File: config.mk
export PLATFORM = sky130hd
export DESIGN_NAME = store_write_buffer_flat
export DESIGN_NICKNAME = d
export VERILOG_FILES = /design/src/rtl/store_write_buffer_if.sv /design/src/rtl/store_write_buffer.sv /design/src/flat_wrapper.sv
export SDC_FILE = /design/constraint.sdc
export NUM_CORES = 1
export LEC_CHECK = 0
export BUFFER_PORTS_ARGS = -buffer_cell sky130_fd_sc_hd__buf_2
export CAP_MARGIN = 25
export CORE_MARGIN = 3
export CORE_UTILIZATION = 55
export CTS_CLUSTER_SIZE = 30
export DETAILED_ROUTE_END_ITERATION = 16
export PLACE_DENSITY = 0.77
export RECOVER_POWER = 25
export SLEW_MARGIN = 15
export SYNTH_ARGS = -nofsm -noshare
export SYNTH_HDL_FRONTEND = slang
export SYNTH_SLANG_ARGS = --single-unit
export TNS_END_PERCENT = 100
File: constraint.sdc
create_clock -name clock -period 6.05 [get_ports clock]
set_input_delay 0.9075 -clock clock [delete_from_list [all_inputs] [get_ports clock]]
set_output_delay 0.9075 -clock clock [all_outputs]
set_load 0.02 [all_outputs]
File: src/rtl/store_write_buffer_if.sv
// Store-queue and memory-write handshake bundle for the store write buffer.
// The buffer uses the slave view; the store queue / memory side uses master.
interface store_write_buffer_if;
   localparam int unsigned ADDR_W = 32;
   localparam int unsigned DATA_W = 32;
   localparam int unsigned MASK_W = DATA_W / 8;

   logic              store_req_valid;
   logic [ADDR_W-1:0] store_req_addr;
   logic [DATA_W-1:0] store_req_data;
   logic [MASK_W-1:0] store_req_byte_mask;
   logic              store_req_accepted;

   logic              mem_req_valid;
   logic [ADDR_W-1:0] mem_req_addr;
   logic [DATA_W-1:0] mem_req_data;
   logic [MASK_W-1:0] mem_req_byte_mask;
   logic              mem_req_ready;
   logic              mem_ack;

   modport master (
      output store_req_valid, store_req_addr, store_req_data, store_req_byte_mask,
      input  store_req_accepted,
      input  mem_req_valid, mem_req_addr, mem_req_data, mem_req_byte_mask,
      output mem_req_ready, mem_ack
   );

   modport slave (
      input  store_req_valid, store_req_addr, store_req_data, store_req_byte_mask,
      output store_req_accepted,
      output mem_req_valid, mem_req_addr, mem_req_data, mem_req_byte_mask,
      input  mem_req_ready, mem_ack
   );
endinterface

File: src/rtl/store_write_buffer.sv
// Coalescing store write buffer: a circular FIFO of word-write entries that
// merges stores to the same unlocked word and drains one write at a time.
module store_write_buffer #(
   parameter int unsigned WB_DEPTH = 4
) (
   input  logic                      clock,
   input  logic                      reset,
   store_write_buffer_if.slave       bus,
   output logic [$clog2(WB_DEPTH):0] wb_entries,
   output logic                      wb_empty
);

   localparam int unsigned ADDR_W  = 32;
   localparam int unsigned DATA_W  = 32;
   localparam int unsigned MASK_W  = DATA_W / 8;
   localparam int unsigned WADDR_W = ADDR_W - 2;
   localparam int unsigned IDX_W   = $clog2(WB_DEPTH);
   localparam int unsigned PTR_W   = IDX_W + 1;

   typedef struct packed {
      logic               valid;
      logic               locked;
      logic [WADDR_W-1:0] waddr;
      logic [DATA_W-1:0]  data;
      logic [MASK_W-1:0]  mask;
   } entry_t;

   typedef enum logic [1:0] {IDLE, ISSUE, WAIT_ACK} state_t;

   state_t             state;
   entry_t             entries     [WB_DEPTH];
   entry_t             entries_nxt [WB_DEPTH];
   entry_t             issue_entry;
   logic [PTR_W-1:0]   head, tail, count;
   logic [PTR_W-1:0]   head_nxt, tail_nxt, count_nxt;
   logic [IDX_W-1:0]   head_idx, tail_idx, scan_idx, hit_idx;
   logic [WADDR_W-1:0] store_waddr;
   logic               hit, full, accept, alloc, merge, pop, issue_start;

   logic               mem_valid_q;
   logic [ADDR_W-1:0]  mem_addr_q;
   logic [DATA_W-1:0]  mem_data_q;
   logic [MASK_W-1:0]  mem_mask_q;

   // Byte offset is irrelevant: entries are tracked per word.
   logic unused_addr_lsb;
   assign unused_addr_lsb = ^bus.store_req_addr[1:0];

   assign store_waddr = bus.store_req_addr[ADDR_W-1:2];
   assign head_idx    = head[IDX_W-1:0];
   assign tail_idx    = tail[IDX_W-1:0];
   assign full        = (head_idx == tail_idx) && (head[IDX_W] != tail[IDX_W]);
   assign accept      = bus.store_req_valid && (hit || !full);
   assign alloc       = accept && !hit;
   assign merge       = accept && hit;
   assign pop         = (state == WAIT_ACK) && bus.mem_ack;

   assign bus.store_req_accepted = accept;
   assign bus.mem_req_valid      = mem_valid_q;
   assign bus.mem_req_addr       = mem_addr_q;
   assign bus.mem_req_data       = mem_data_q;
   assign bus.mem_req_byte_mask  = mem_mask_q;
   assign wb_entries             = count;

   // Merge lookup: scan oldest to youngest so the youngest match wins.
   always_comb begin
      hit      = 1'b0;
      hit_idx  = '0;
      scan_idx = '0;
      for (int k = 0; k < int'(WB_DEPTH); k++) begin
         scan_idx = head_idx + IDX_W'(k);
         if (entries[scan_idx].valid && !entries[scan_idx].locked &&
             entries[scan_idx].waddr == store_waddr) begin
            hit     = 1'b1;
            hit_idx = scan_idx;
         end
      end
   end

   // Next entry array and pointers; the entry about to be issued is locked here
   // so that the registered memory request always reflects its final contents.
   always_comb begin
      entries_nxt = entries;
      if (merge) begin
         for (int b = 0; b < int'(MASK_W); b++) begin
            if (bus.store_req_byte_mask[b]) begin
               entries_nxt[hit_idx].data[8*b +: 8] = bus.store_req_data[8*b +: 8];
            end
         end
         entries_nxt[hit_idx].mask = entries[hit_idx].mask | bus.store_req_byte_mask;
      end
      if (pop) begin
         entries_nxt[head_idx].valid  = 1'b0;
         entries_nxt[head_idx].locked = 1'b0;
      end
      if (alloc) begin
         entries_nxt[tail_idx] = '{valid:  1'b1,
                                   locked: 1'b0,
                                   waddr:  store_waddr,
                                   data:   bus.store_req_data,
                                   mask:   bus.store_req_byte_mask};
      end
      head_nxt    = head + PTR_W'(pop);
      tail_nxt    = tail + PTR_W'(alloc);
      count_nxt   = count + PTR_W'(alloc) - PTR_W'(pop);
      issue_start = ((state == IDLE) || pop) && (count_nxt != '0);
      if (issue_start) begin
         entries_nxt[head_nxt[IDX_W-1:0]].locked = 1'b1;
      end
      issue_entry = entries_nxt[head_nxt[IDX_W-1:0]];
   end

   // Entry storage, pointers and the drain FSM with registered request outputs.
   always_ff @(posedge clock) begin
      if (reset) begin
         entries     <= '{default: '0};
         head        <= '0;
         tail        <= '0;
         count       <= '0;
         state       <= IDLE;
         wb_empty    <= 1'b1;
         mem_valid_q <= 1'b0;
         mem_addr_q  <= '0;
         mem_data_q  <= '0;
         mem_mask_q  <= '0;
      end else begin
         entries  <= entries_nxt;
         head     <= head_nxt;
         tail     <= tail_nxt;
         count    <= count_nxt;
         wb_empty <= (count_nxt == '0) && ((state == IDLE) || pop);
         case (state)
            IDLE: begin
               if (issue_start) begin
                  state       <= ISSUE;
                  mem_valid_q <= 1'b1;
                  mem_addr_q  <= {issue_entry.waddr, 2'b00};
                  mem_data_q  <= issue_entry.data;
                  mem_mask_q  <= issue_entry.mask;
               end
            end
            ISSUE: begin
               if (bus.mem_req_ready) begin
                  state       <= WAIT_ACK;
                  mem_valid_q <= 1'b0;
               end
            end
            WAIT_ACK: begin
               if (pop) begin
                  if (issue_start) begin
                     state       <= ISSUE;
                     mem_valid_q <= 1'b1;
                     mem_addr_q  <= {issue_entry.waddr, 2'b00};
                     mem_data_q  <= issue_entry.data;
                     mem_mask_q  <= issue_entry.mask;
                  end else begin
                     state      <= IDLE;
                     mem_addr_q <= '0;
                     mem_data_q <= '0;
                     mem_mask_q <= '0;
                  end
               end
            end
            default: begin
               state <= IDLE;
            end
         endcase
      end
   end

endmodule

File: src/flat_wrapper.sv
// flat-port wrapper written by rule: the top's interface ports become plain ports
module store_write_buffer_flat 
#(
   parameter int unsigned WB_DEPTH = 4
)
  (clock, reset, wb_entries, wb_empty, bus_store_req_valid, bus_store_req_addr, bus_store_req_data, bus_store_req_byte_mask, bus_store_req_accepted, bus_mem_req_valid, bus_mem_req_addr, bus_mem_req_data, bus_mem_req_byte_mask, bus_mem_req_ready, bus_mem_ack);
  store_write_buffer_if bus_i ();
  input  logic clock;
  input  logic reset;
  output logic [$clog2(WB_DEPTH):0] wb_entries;
  output logic wb_empty;
  input wire logic [$bits(bus_i.store_req_valid)-1:0] bus_store_req_valid;
  input wire logic [$bits(bus_i.store_req_addr)-1:0] bus_store_req_addr;
  input wire logic [$bits(bus_i.store_req_data)-1:0] bus_store_req_data;
  input wire logic [$bits(bus_i.store_req_byte_mask)-1:0] bus_store_req_byte_mask;
  output wire logic [$bits(bus_i.store_req_accepted)-1:0] bus_store_req_accepted;
  output wire logic [$bits(bus_i.mem_req_valid)-1:0] bus_mem_req_valid;
  output wire logic [$bits(bus_i.mem_req_addr)-1:0] bus_mem_req_addr;
  output wire logic [$bits(bus_i.mem_req_data)-1:0] bus_mem_req_data;
  output wire logic [$bits(bus_i.mem_req_byte_mask)-1:0] bus_mem_req_byte_mask;
  input wire logic [$bits(bus_i.mem_req_ready)-1:0] bus_mem_req_ready;
  input wire logic [$bits(bus_i.mem_ack)-1:0] bus_mem_ack;
  assign bus_i.store_req_valid = bus_store_req_valid;
  assign bus_i.store_req_addr = bus_store_req_addr;
  assign bus_i.store_req_data = bus_store_req_data;
  assign bus_i.store_req_byte_mask = bus_store_req_byte_mask;
  assign bus_store_req_accepted = bus_i.store_req_accepted;
  assign bus_mem_req_valid = bus_i.mem_req_valid;
  assign bus_mem_req_addr = bus_i.mem_req_addr;
  assign bus_mem_req_data = bus_i.mem_req_data;
  assign bus_mem_req_byte_mask = bus_i.mem_req_byte_mask;
  assign bus_i.mem_req_ready = bus_mem_req_ready;
  assign bus_i.mem_ack = bus_mem_ack;
  store_write_buffer #(.WB_DEPTH(WB_DEPTH)) u_core (.clock(clock), .reset(reset), .bus(bus_i), .wb_entries(wb_entries), .wb_empty(wb_empty));
endmodule
==> run_results.csv, run 1 <==
group,metric,value,unit
status,status,"finished with violations",
status,violations,"max-capacitance violations, max-slew violations",
route,drt_wl_total,66730,um
power,leakage,7.746,nW
power,ir_worst_vdd,0.2328,mV
logic_synthesis,syn_avg_cell_area,9.027,um2
power,p_per_area,295.3,mW/mm2
clocking,ctsHoldBuffers,0,
clocking,h-tree-depth,2,
timing,fin_skew,25.59,ps
floorplanning,die_w,200.4,um
layout,fillCellCount,3169,
worst_setup_path,crit_required,6550,ps
placed_design,port_buffers,142,
grt,track_usage,32.04,%
worst_setup_path,crit_path_max_fanout,55,
logic_synthesis,synth_flop_cell,"dfxtp_1",
logic_synthesis,synth_top_area_share,33.81,%
floorplanning,core,0.03696,mm2
logic_synthesis,synth-simple-area-share,16.39,%
logic_synthesis,synth_top_cell_by_area,"dfxtp_1",
logic_synthesis,synth_area,0.02078,mm2
layout,drive_gt1_share,15.39,%
timing,fmax,173.3,MHz
clocking,numCtsBuffers,39,
floorplanning,die_y,200.4,um
route,viasPerCell,6.667,
route,wl_per_cell,23.24,um
worst_setup_path,reg2reg_to,"u_core.bus.mem_req_data[11]",
worst_setup_path,path_class,"reg -> reg",
worst_setup_path,ff2ff_setup_slack,280,ps
worst_setup_path,r2r_start,"u_core.head[1]",
worst_setup_path,crit_end,"u_core.bus.mem_req_data[11]",
layout,register_area,0.007034,mm2
logic_synthesis,synth.area.top_cells,"dfxtp_1 (34%), mux4_2 (13%), mux2i_1 (6.9%)",
clocking,cts.clk_slew.worst_paths,60,ps
logic_synthesis,synthTopCellsByCount,"nand2_1 (358), dfxtp_1 (351), nor2_1 (192)",
clocking,root_buffer,"clkbuf_16",
floorplanning,start_util,56.23,%
logic_synthesis,synth_cell_type_count,84,
layout,finalInstanceArea,0.02302,mm2
route,ant_nets,0,
worst_setup_path,startpoint,"u_core.head[1]",
route,drtPass1Iterations,6,
route,vias,19140,
min_path,hold_path.class,"reg -> reg",
timing,tns,0,ps
logic_synthesis,synth.most_common_cell,"nand2_1",
worst_setup_path,crit_path_start_kind,"register",
layout,finalNetCount,2419,
logic_synthesis,yosys_register_bits,351,
timing,setup_viol,0,
logic_synthesis,ys_seq_area_share,33.81,%
clocking,cts_buffer_depth,3,
clocking,cts_sinks,351,
logic_synthesis,yosysWarnings,0,
timing,rsz0062_at_grt,"false",
grt,grt_pass1_wl,104300,um
timing,fin_crit_sh,95.36,%
job,max_cap_violations,3,
logic_synthesis,synth.area.mux_share,20.54,%
grt,grt_pass1_vias,18500,
logic_synthesis,synth_compound_area_share,18.44,%
logic_synthesis,yosys.area_share.adder,0.6984,%
worst_setup_path,worstSetupEndpointType,"register",
logic_synthesis,synth_top_family_by_area,"multiplexers",
timing,maxSlewViolCount,256,
timing,tightest_slew,4266,ps
worst_setup_path,reg2regPathDepth,20,
clocking,worstSkewPairLatency,590,ps
timing,fin_crit,5769,ps
clocking,cts_tree,"yes",
route,drt-initial-drc-count,1966,
logic_synthesis,synth-async-reset-ratio,0,%
grt,antenna_found_initial,5,
route,drc_errors,0,
logic_synthesis,synth_edf_count,0,
timing,hold_slack,448.8,ps
floorplanning,num_rows,70,
floorplanning,dieArea,0.04015,mm2
logic_synthesis,syn-instance-count,2302,
timing,slew_headroom,-184.4,%
grt,grt_max_degree,120,
grt,overflow,0,
floorplanning,io-pin-count,147,
timing,hold_viol_final,0,
worst_setup_path,worstPathArrival,6270,ps
placed_design,dp_hpwl,45040,um
layout,multiInputGateArea,0.01283,mm2
logic_synthesis,synth_xor_xnor_area_share,5.226,%
layout,utilization,62.29,%
placed_design,place_congestion,1.033,
placed_design,dpl_cell_area,0.02181,mm2
layout,area_growth,10.79,%
layout make-up:
class,instances,share of cell area [%]
inverter,33,0.5380
multi-input combinational,1720,55.74
clock inverter,18,1.071
antenna,2,0.02174
timing repair buffer,190,4.657
tap,504,2.739
sequential,351,30.55
clock buffer,53,4.685
timing repair:
item	4_1_cts	5_1_grt
setup endpoints to repair	0	15
resized for setup	0	2
endpoints found under the hold margin	0	0
setup buffers	0	0
metrics by stage:
step                      total power, mW  instances  worst slack (ps)
after floorplan                     3.808       2303            -32.57
after global placement              4.346       2798             345.9
after detailed placement            4.391       2798             296.2
after CTS                           6.838       2869             259.4
after global routing                7.072       2870             67.31
final                               6.800       2871             280.9
cell usage in the layout (no fill, tap or decap), types with 15 or more instances in the layout:
| master | n |
|---|---|
| nand2_1 | 358 |
| dfxtp_1 | 349 |
| a21oi_1 | 189 |
| nor2_1 | 188 |
| mux2i_1 | 144 |
| mux4_2 | 123 |
| xnor2_1 | 118 |
| clkbuf_1 | 81 |
| buf_2 | 71 |
| o221ai_1 | 70 |
| o21ai_0 | 63 |
| nand4_1 | 49 |
| o22ai_1 | 42 |
| o211ai_1 | 41 |
| clkbuf_16 | 39 |
| buf_4 | 37 |
| o21a_1 | 34 |
| inv_1 | 32 |
| nand3_1 | 28 |
| nor3b_1 | 25 |
| o311ai_1 | 24 |
| nor4_1 | 15 |
report_power, final:
part / total (mW) / switching (mW) / internal (mW)
clock network: 2.45 / 1.05 / 1.41
registers: 2.68 / 0.154 / 2.52
logic: 1.67 / 1.11 / 0.558
total: 6.80 / 2.32 / 4.48
kinds of logic after synthesis:
kind of cell             Yosys count
AND/OR/NAND/NOR                  752
AO/OA/AOI/OAI                    559
flip-flops                       351
multiplexers                     272
buffers and inverters            232
XOR/XNOR                         124
adder cells (fa/ha/maj)           11
other                              1
metal layers:
layer / up-vias / share of wire, % / global-route usage [%] / wire (um)
met4: 6 / 4.3 / 13.73 / 2837
met3: 213 / 9.0 / 6.875 / 5989
met1: 9337 / 39 / 40.69 / 26160
met2: 1034 / 48 / 53.12 / 31720
li1: 8551 / - / - / -
met5: - / 0.042 / 0 / 28
state kept, by name (all words and copies together) (netlist names):
| signal | flops |
|---|---|
| u_core.bus.mem_req_data | 32 |
| u_core.entries | 272 |
| u_core.wb_entries | 3 |
| u_core.bus.mem_req_valid | 1 |
| u_core.bus.mem_req_addr | 30 |
| u_core.tail | 3 |
| u_core.bus.mem_req_byte_mask | 4 |
| u_core.wb_empty | 1 |
| u_core.state | 2 |
| u_core.head | 3 |
how the worst min path moves through the flow:
| stage | slack [ps] | to | startpoint | cells after the start |
|---|---|---|---|---|
| 5_1_grt | 470 | u_core.entries[271] | u_core.entries[271] | 2 |
| 6_report | 450 | u_core.entries[271] | u_core.entries[271] | 2 |
| 2_1_floorplan | 430 | u_core.entries[135] | u_core.entries[135] | 2 |
| 3_5_place_dp | 440 | u_core.entries[271] | u_core.entries[271] | 2 |
| 4_1_cts | 450 | u_core.entries[271] | u_core.entries[271] | 2 |
| 3_3_place_gp | 440 | u_core.bus.mem_req_byte_mask[1] | u_core.bus.mem_req_byte_mask[1] | 2 |
critical path, stage by stage (launching register included):
cell and delay, ps:
dfxtp_4 360, inv_1 110, ha_2 390, buf_12 310
mux4_2 370, xnor2_1 350, nand4_1 220, nor4_1 430
buf_1 190, and3_1 190, or4b_1 180, nor2_1 110
ha_1 260, fa_1 410, xnor2_1 180, or3_1 130
and2_2 270, nand2_1 220, nor3_2 670, a21oi_1 110
o211ai_1 220
(Power assumes the default switching activity.)
==> run 2: changes to the inputs <==
--- a/config.mk
+++ b/config.mk
@@ -9,6 +9,7 @@
 export CAP_MARGIN = 25
 export CORE_MARGIN = 3
 export CORE_UTILIZATION = 55
+export CTS_BUF_LIST = sky130_fd_sc_hd__clkbuf_4 sky130_fd_sc_hd__clkbuf_8 sky130_fd_sc_hd__clkbuf_16
 export CTS_CLUSTER_SIZE = 30
 export DETAILED_ROUTE_END_ITERATION = 16
 export PLACE_DENSITY = 0.77
==> run_results.csv, run 2 (synthesis gave the netlist of run 1 again) <==
group,metric,value,unit
clocking,worstSkewPairLatency,580,ps
worst_setup_path,path_class,"reg -> reg",
grt,grt_max_degree,120,
timing,maxSlewViolCount,217,
layout,final_common_cell,"nand2_1",
layout,regMostFlops,"u_core.entries",
clocking,cts_sinks,351,
route,drtPass1Iterations,8,
grt,antenna_found_initial,5,
timing,fin_crit,5721,ps
route,vias,19060,
status,violations,"max-capacitance violations, max-slew violations",
timing,fmax,174.8,MHz
placed_design,port_buffers,142,
layout,finalNetCount,2419,
power,ir_worst_vdd,0.2328,mV
layout,drive_gt1_share,15.77,%
placed_design,dpl_worst_slack,296.2,ps
worst_setup_path,cpPeakStageDelay,650,ps
timing,tightest_slew,4355,ps
timing,setup_ws,329.1,ps
grt,overflow,0,
floorplanning,start_util,56.23,%
route,ant_nets,0,
min_path,hold_path.class,"reg -> reg",
worst_setup_path,worstPathCellList,"inv_1 -> ha_2 -> buf_12 -> mux4_2 -> xnor2_1 -> nand4_1 -> nor4_1 -> buf_1 -> and3_1 -> or4b_1 -> nor2_1 -> ha_1 -> fa_1 -> xnor2_1 -> or3_1 -> and2_2 -> nand2_1 -> nor3_2 -> a21oi_1 -> o211ai_1",
clocking,cts.clk_slew.worst_paths,60,ps
clocking,cts_buffer_depth,3,
worst_setup_path,worstSetupEndpointType,"register",
layout,area_growth,10.95,%
clocking,cts_tree,"yes",
worst_setup_path,crit_path_max_fanout,55,
placed_design,dp.cells,2798,
layout,fin_cells,2871,
job,max_cap_violations,2,
timing,setup_viol,0,
route,wl_per_cell,23.23,um
clocking,ctsHoldBuffers,0,
timing,slew_headroom,-190.3,%
timing,rsz0062_at_grt,"false",
floorplanning,die_y,200.4,um
worst_setup_path,crit_required,6550,ps
placed_design,dp_hpwl,45040,um
timing,hold_slack,450.1,ps
route,drc_errors,0,
floorplanning,num_rows,70,
layout,finalInstanceArea,0.02306,mm2
floorplanning,core,0.03696,mm2
worst_setup_path,slowest_stage,"nor3_2",
worst_setup_path,worstPathArrival,6220,ps
timing,fin_crit_sh,94.56,%
placed_design,dpl_cell_area,0.02181,mm2
timing,tns,0,ps
status,status,"finished with violations",
placed_design,place_congestion,1.033,
layout,fillCellCount,3168,
grt,grt_pass1_wl,104200,um
route,drt-initial-drc-count,1831,
floorplanning,io-pin-count,147,
floorplanning,die_w,200.4,um
worst_setup_path,crit_path_frequent_cell,"xnor2_1",
timing,fin_skew,21.40,ps
clocking,numCtsBuffers,39,
power,leakage,7.776,nW
floorplanning,dieArea,0.04015,mm2
grt,track_usage,32.04,%
layout,largest_reg_flops,272,
clocking,root_buffer,"clkbuf_16",
layout,final_cell_mix,"nand2_1 (358), dfxtp_1 (349), a21oi_1 (189), nor2_1 (188), mux2i_1 (144)",
grt,grt_pass1_vias,18480,
worst_setup_path,crit_path_start_kind,"register",
power,p_per_area,296.6,mW/mm2
clocking,h-tree-depth,2,
route,drt_wl_total,66680,um
timing,hold_viol_final,0,
route,viasPerCell,6.638,
[run 2: final cells by class]
class	instances	area, um2	share of cell area [%]
Antenna cell	2	5.005	0.02171
Sequential cell	351	7034	30.51
Clock buffer	53	1112	4.824
Tap cell	504	630.6	2.735
Multi-Input combinational cell	1720	12830	55.65
Inverter	33	123.9	0.5372
Timing Repair Buffer	190	1072	4.651
Clock inverter	18	246.5	1.069
[run 2: critical path: cells and delay by family (launching register included)]
kind | cells | cell delay [ps]
and+or+nand+nor | 9 | 2370
adders and majority gates | 3 | 1050
buffers and inverters | 3 | 600
xor gates and xnor gates | 2 | 530
muxes | 1 | 370
DFF | 1 | 360
AOI/OAI and AO/OA | 2 | 330
[run 2: path summary, 6_finish.rpt]
kind / end / cells past startpoint / slack, ps / start
worst max-delay path: u_core.bus.mem_req_data[11] / 20 / 330 / u_core.head[1]
worst min-delay path: u_core.entries[271] / 2 / 450 / u_core.entries[271]
worst max register to register: u_core.bus.mem_req_data[11] / 20 / 330 / u_core.head[1]
worst min register to register: u_core.entries[271] / 2 / 450 / u_core.entries[271]
[run 2: repair_timing]
| action | 4_1_cts | 5_1_grt |
|---|---|---|
| setup endpoints to repair | 0 | 15 |
| resized for setup | 0 | 2 |
| setup buffers | 0 | 0 |
[run 2: metrics by stage]
stage / util, % / total power, mW
finish: 62.38 / 6.839
CTS: 62.68 / 6.879
global route: 62.38 / 7.113
floorplan: - / 3.808
detailed placement: 59.00 / 4.391
global placement: 59.00 / 4.346
[run 2: metal layers]
layer	track usage, %	vias to the layer above	share of wire (%)
met2	53.09	974	48
met1	40.72	9318	39
met5	0	-	0.042
li1	-	8552	-
met4	13.75	6	4.1
met3	6.810	208	8.8
[run 2: power by group]
group,switching (mW),internal [mW]
registers,0.154,2.52
logic,1.11,0.558
clock network,1.05,1.45
